--- config.mk ---
export PLATFORM = sky130hd
export DESIGN_NAME = round_robin_addr_gen
export DESIGN_NICKNAME = d
export VERILOG_FILES = /design/src/rtl/round_robin_addr_gen.sv
export SDC_FILE = /design/constraint.sdc
export NUM_CORES = 1
export LEC_CHECK = 0
export ABC_AREA = 1
export BUFFER_PORTS_ARGS = -buffer_cell sky130_fd_sc_hd__buf_4
export CAP_MARGIN = 25
export CORE_MARGIN = 10
export CORE_UTILIZATION = 40
export CTS_CLUSTER_SIZE = 40
export DETAILED_ROUTE_END_ITERATION = 16
export GPL_ROUTABILITY_DRIVEN = 0
export PLACE_DENSITY_LB_ADDON = 0.2
export SYNTH_ARGS = -nofsm -noshare
export SYNTH_HDL_FRONTEND = slang
export SYNTH_SLANG_ARGS = --single-unit
--- constraint.sdc ---
create_clock -name clk -period 1.2 [get_ports clk]
set_input_delay 0.06 -clock clk [delete_from_list [all_inputs] [get_ports clk]]
set_output_delay 0.06 -clock clk [all_outputs]
set_load 0.03 [all_outputs]
--- src/rtl/round_robin_addr_gen.sv ---
// Four-channel round-robin arbiter that drives a 2-to-4 decoder (en/addr).
// A grant is held until done, loss of request, or MAX_HOLD cycles, then one idle cycle follows.
module round_robin_addr_gen #(
  parameter int unsigned MAX_HOLD = 8
) (
  input  logic       clk,
  input  logic       rst,
  input  logic [3:0] req,
  input  logic       done,
  output logic       en,
  output logic [1:0] addr,
  output logic       timeout
);

  localparam logic IDLE  = 1'b0;
  localparam logic GRANT = 1'b1;
  localparam logic [7:0] HOLD_LIMIT = 8'(MAX_HOLD);

  logic       state;
  logic [7:0] hold_cnt;
  logic [1:0] ptr;
  logic [1:0] winner;
  logic       at_limit;
  logic       normal_rel;

  // Search downward so the channel just above ptr is assigned last and wins;
  // offset 4 wraps to ptr itself, giving the last-granted channel lowest priority.
  always_comb begin
    winner = ptr;
    for (int i = 4; i >= 1; i--) begin
      if (req[ptr + 2'(i)]) winner = ptr + 2'(i);
    end
  end

  assign at_limit   = (hold_cnt == HOLD_LIMIT);
  assign normal_rel = done | ~req[addr];
  assign en         = (state == GRANT);

  // NOTE: all state uses non-blocking assignments so every register samples
  // pre-edge values; blocking here would let later statements see updated state.
  always_ff @(posedge clk or posedge rst) begin
    if (rst) begin
      state    <= IDLE;
      addr     <= 2'b00;
      timeout  <= 1'b0;
      hold_cnt <= 8'd0;
      ptr      <= 2'd3;
    end else begin
      timeout <= 1'b0;
      if (state == IDLE) begin
        if (|req) begin
          state    <= GRANT;
          addr     <= winner;
          ptr      <= winner;
          hold_cnt <= 8'd1;
        end
      end else begin
        if (normal_rel || at_limit) begin
          state    <= IDLE;
          hold_cnt <= 8'd0;
          // A normal release takes precedence over the hold limit.
          timeout  <= at_limit && !normal_rel;
        end else begin
          hold_cnt <= hold_cnt + 8'd1;
        end
      end
    end
  end

endmodule

# Word-level counts from Yosys, hierarchy flattened
# Cells that the tools add are included.
# W data, S select, Z words.
[word_totals]
reg_bits = 14
output_inout_bits = 4
in_bits = 7
elab_cells = 42
[classes]
n_mux = 19
n_eq_ne = 1
add_sub_neg = 4
n_lt_le_gt_ge = 4
n_reduce_logical = 6
n_bitwise = 3
[ops]
columns = ["op", "count"]
rows = [
  ["$mux W8", 3],
  ["$lt A2 B3 Y1 const B", 4],
  ["$mux W1", 9],
  ["$add A8 B1 Y8 const B", 1],
  ["$bmux W1 S2", 4],
  ["$eq A8 B4 Y1 const B", 1],
  ["$mux W2", 3],
  ["$add A2 B2 Y2 const B", 2],
  ["$reduce_or A4 Y1", 1],
  ["$add A2 B1 Y2 const B", 1],
  ["$not A1 Y1", 2],
  ["$reduce_and A2 Y1", 1],
  ["$reduce_bool A2 Y1", 1],
  ["$logic_and A1 B1 Y1", 1],
  ["$logic_not A1 Y1", 1],
  ["$logic_or A1 B1 Y1", 1],
  ["$or A1 B1 Y1", 1],
]

# Logic depth before layout (Yosys ltp)
[depth]
ltp_word = 8
mapped_depth = 10
mapped_depth_nobuf = 10

# Worst setup path after synthesis
# Ideal clock, no wire load.
[synth_path]
kind = "flip-flop to flip-flop"
from = "register ptr[0]"
to = "register addr[0]"
n_path_buf = 1
stages_incl_launch_ff = 11
setup_time_ns = 0.119
required_time_ns = 1.081
arrival_time_ns = 1.126
slack_ns = -0.045
period_less_slack_ns = 1.245
path_cell_list = "dfstp_2 buf_6 nand2_1 nand2_2 nand2_1 nand2_1 nand2_1 nand2_1 nand2_1 nand3_1 nand2_1"
[synth_via]
elab_chain_len = 6
elab_cells_between_ends = 12
cone_classes = "add/sub: 3; mux: 9"
[synth_rtl]
columns = ["item", "line", "source"]
rows = [
  ["from (decl)", "21", "logic [1:0] ptr;"],
  ["from (signal assigned)", "54", "ptr <= winner;"],
  ["$add A2 B2 Y2", "31", "if (req[ptr + 2'(i)]) winner = ptr + 2'(i);"],
  ["$bmux W1 S2", "31", ""],
  ["$mux W1 (implied by the code)", "31", ""],
  ["$mux W2 (2 in series)", "31", ""],
  ["$mux W2 (*)", "31", ""],
  ["to (signal assigned)", "53", "addr <= winner;"],
  ["to (decl)", "11", "output logic [1:0] addr,"],
]
# Every way passes the cells marked *; elsewhere a longest branch is shown, timed or not. The select of a mux whose other input is x is not followed.
# A chain may end at the register's enable or synchronous reset.

# Worst setup path in the final report
# Ends and elaborated chain as after synthesis.

==> impl_results.md <==
- Clk_skew: 9.160 ps
- Detailed Route Iter0 Violations: 60
- Endpoints failing setup: 14
- Period Utilization, post-route: 121.6%
- Root Driver: clkbuf_4
- Multi-input gate area: 615.6 sq um
- WP data required: 1390 ps
- Min Tclk post-route: 1459 ps
- Hold_ws: 76.31 ps
- Setup crit start kind: flop
- GR Layer Usage met3: 4.894%
- Synth warn: 0
- Slowest cell on crit path: dfstp_2
- Syn nets: 141
- Total clock sinks: 14
- Static leakage: 0.7437 nW
- Kind of critical path: reg -> reg
- Synth Area in Simple Gates: 37.60%
- Max incr delay on CP: 620 ps
- Cell Chain, Critical Path: buf_12, nand2_1, nand3_2, nand2_1, inv_1, nand2_2, nand2_2, nand2_2, nand3_2, nand2_1
- Nets: 184
- Register bit total from synthesis: 14
- Post-synth ARST share: 100.0%
- Fmax: 0.6855 GHz
- Failing checks: negative setup slack
- Total grt overflow: 0
- Netlist cell types: 22
- Main synth FF type: dfrtp_1
- Post-synthesis adder-cell area fraction: 2.695%
- Fin. Hold Viols: 0
- Crit. End Element: flop
- Run status: finished, violations left
- Pre-antenna DRT Iters: 4
- HP Class: in -> reg
- Most frequent cells in the layout: buf_4, nand2_1, nand2_2, inv_1, dfrtp_1
- Area leader, netlist: dfrtp_1
- Average wire per standard cell: 12.42 microns
- ANT nets after route: 0
- Worst-Skew Late Latency: 290 ps
- H-tree levels: 1
- Syn Area/Cell: 7.033 sq um
- Most crowded layer after global routing: met2
- Ports: 11
- Worst Max-Slew Pin Slew: 545.6 ps
- Commonest non-fill, non-tap cell in the layout: buf_4
- XOR/XNOR Fraction of Synth Area: 4.717%
- Final Util: 66.12%
- DIE HEIGHT: 68.18 microns
- Global-route wire length before repair: 3960 microns
- Post-route cell area: 1463 sq um
- Num rows: 17
- Arrival time worst endpoint: 1650 ps
- Core area: 2212 sq um
- Total Wirelength: 2509 microns
- Rel. slew slack: 63.58%
- IO Port Bufs: 10
- Clock Tree Buf Depth: 2
- Met2 usage: 18.72%
- Compound-Gate Fraction of Synth Area: 6.065%
- Combinational family with the most area after synthesis: simple AND/OR/NAND/NOR gates
- Synth top area share: 32.35%
- Cells after synthesis: 132
- Synth-to-Final Area Change: 57.55%
- Initial Utilization: 41.97%
- Clock-pin slew on the worst setup and hold paths: 90 ps
- Max_cap viols: 0
- Number of remaining DRC errors: 0
- Chip width: 68.18 microns
- Worst-path fanout max: 5
- RSZ-0062 raised after global routing: yes
- CTS tree: done
- Total GRT Usage: 10.99%
- Largest net degree at the start of global routing: 15
- Placed cell areas: 1195 sq um
- Multiplexer share of the synthesized area: 0%
- EDFF count, synth: 0
- Final worst slack: -258.8 ps
- # fillers: 189
- Vias per std cell: 4.703
- DIE AREA: 4648 sq um
- Top cells by area, synth: dfrtp_1, nand2_1, inv_1
- Worst VDD drop: 1.246 mV
- Slew Viols, Final: 0
- Fraction of layout instances using a drive strength above 1: 52.87%
- Num CTS Buffers: 3
- Total Power: 3.225 mW
- Via count: 950
- Storage cell area: 352.8 sq um
- Vias in the first global route: 919
- Post-synthesis instance area: 928.4 sq um
- Antenna diode count: 0
- Initial antenna violation count: 0
- Cell Pwr Density: 2205 nW/um^2
- GRT met1 Usage: 12.44%
- Sequential area share after synthesis: 38.01%
- Post-DP HPWL: 1660 microns
- Setup TNS: -1549 ps
==> layer usage <==
layer / share of wire, % / vias up
li1: - / 494
met1: 46 / 431
met2: 46 / 17
met3: 5.3 / 8
met4: 2.2 / 0
met5: 0 / -
==> state kept, by name (all words and copies together) (netlist names) <==
| register | flops |
|---|---|
| addr | 2 |
| timeout | 1 |
| hold_cnt | 8 |
| en | 1 |
| ptr | 2 |
==> synth_stat cells (2+ instances only) <==
cell type / number
o21ai_1: 6
nand3_2: 2
nand2_1: 48
o21ai_0: 2
inv_1: 20
inv_2: 4
xor2_1: 5
ha_1: 2
nand4_1: 4
dfstp_2: 2
nor2_1: 7
dfrtp_1: 12
nand3_1: 9
==> power by group <==
group / total (mW) / switching (mW) / internal (mW)
Clock: 0.342 / 0.157 / 0.185
Sequential: 0.771 / 0.151 / 0.620
Combinational: 2.11 / 1.15 / 0.962
==> metrics by stage <==
| stage | worst slack (ps) | cells |
|---|---|---|
| floorplan | -38.01 | 132 |
| global placement | -186.6 | 189 |
| detailed placement | -171.6 | 189 |
| CTS | -153.0 | 197 |
| global route | -341.5 | 202 |
| finish | -258.8 | 202 |
==> worst max-delay path: cells and delay by family (launching register included) <==
| family | cells | cell delay, ps |
|---|---|---|
| buf+inv | 2 | 210 |
| flops | 1 | 620 |
| simple gates | 8 | 520 |
==> timing repair <==
action / in CTS / in global routing
endpoints found under the setup margin: 13 / 14
endpoints found under the hold margin: 12 / 0
buffers inserted: 3 / 5
cloned: 0 / 1
pin swaps: 4 / 18
hold buffers: 1 / 0
gates resized for setup: 11 / 33
==> path summary, 6_finish.rpt <==
kind | from | to | slack (ps) | depth (start not counted)
min in group asynchronous | rst | hold_cnt[3] | 370 | 3
max | ptr[0] | addr[0] | -260 | 10
min | done | timeout | 80 | 4
max reg2reg | ptr[0] | addr[0] | -260 | 10
max in group asynchronous | rst | ptr[0] | 460 | 3
min reg2reg | ptr[1] | ptr[1] | 520 | 2
==> area by class of cell <==
cell class                      count  area share [%]
Clock buffer                        4           2.481
Inverter                           24           6.672
Multi-Input combinational cell     93           42.09
Sequential cell                    14           24.12
Tap cell                           28           2.395
Timing Repair Buffer               39           22.24
==> cells by family (layout without fill, tap and decap cells) <==
logic type / Yosys count / after routing
xor gates and xnor gates: 5 / 5
buffers and inverters: 25 / 67
AOI/OAI and AO/OA: 10 / 10
DFF: 14 / 14
and+or+nand+nor: 76 / 76
adders and majority gates: 2 / 2
No activity file was read; power rests on OpenSTA's default activity.
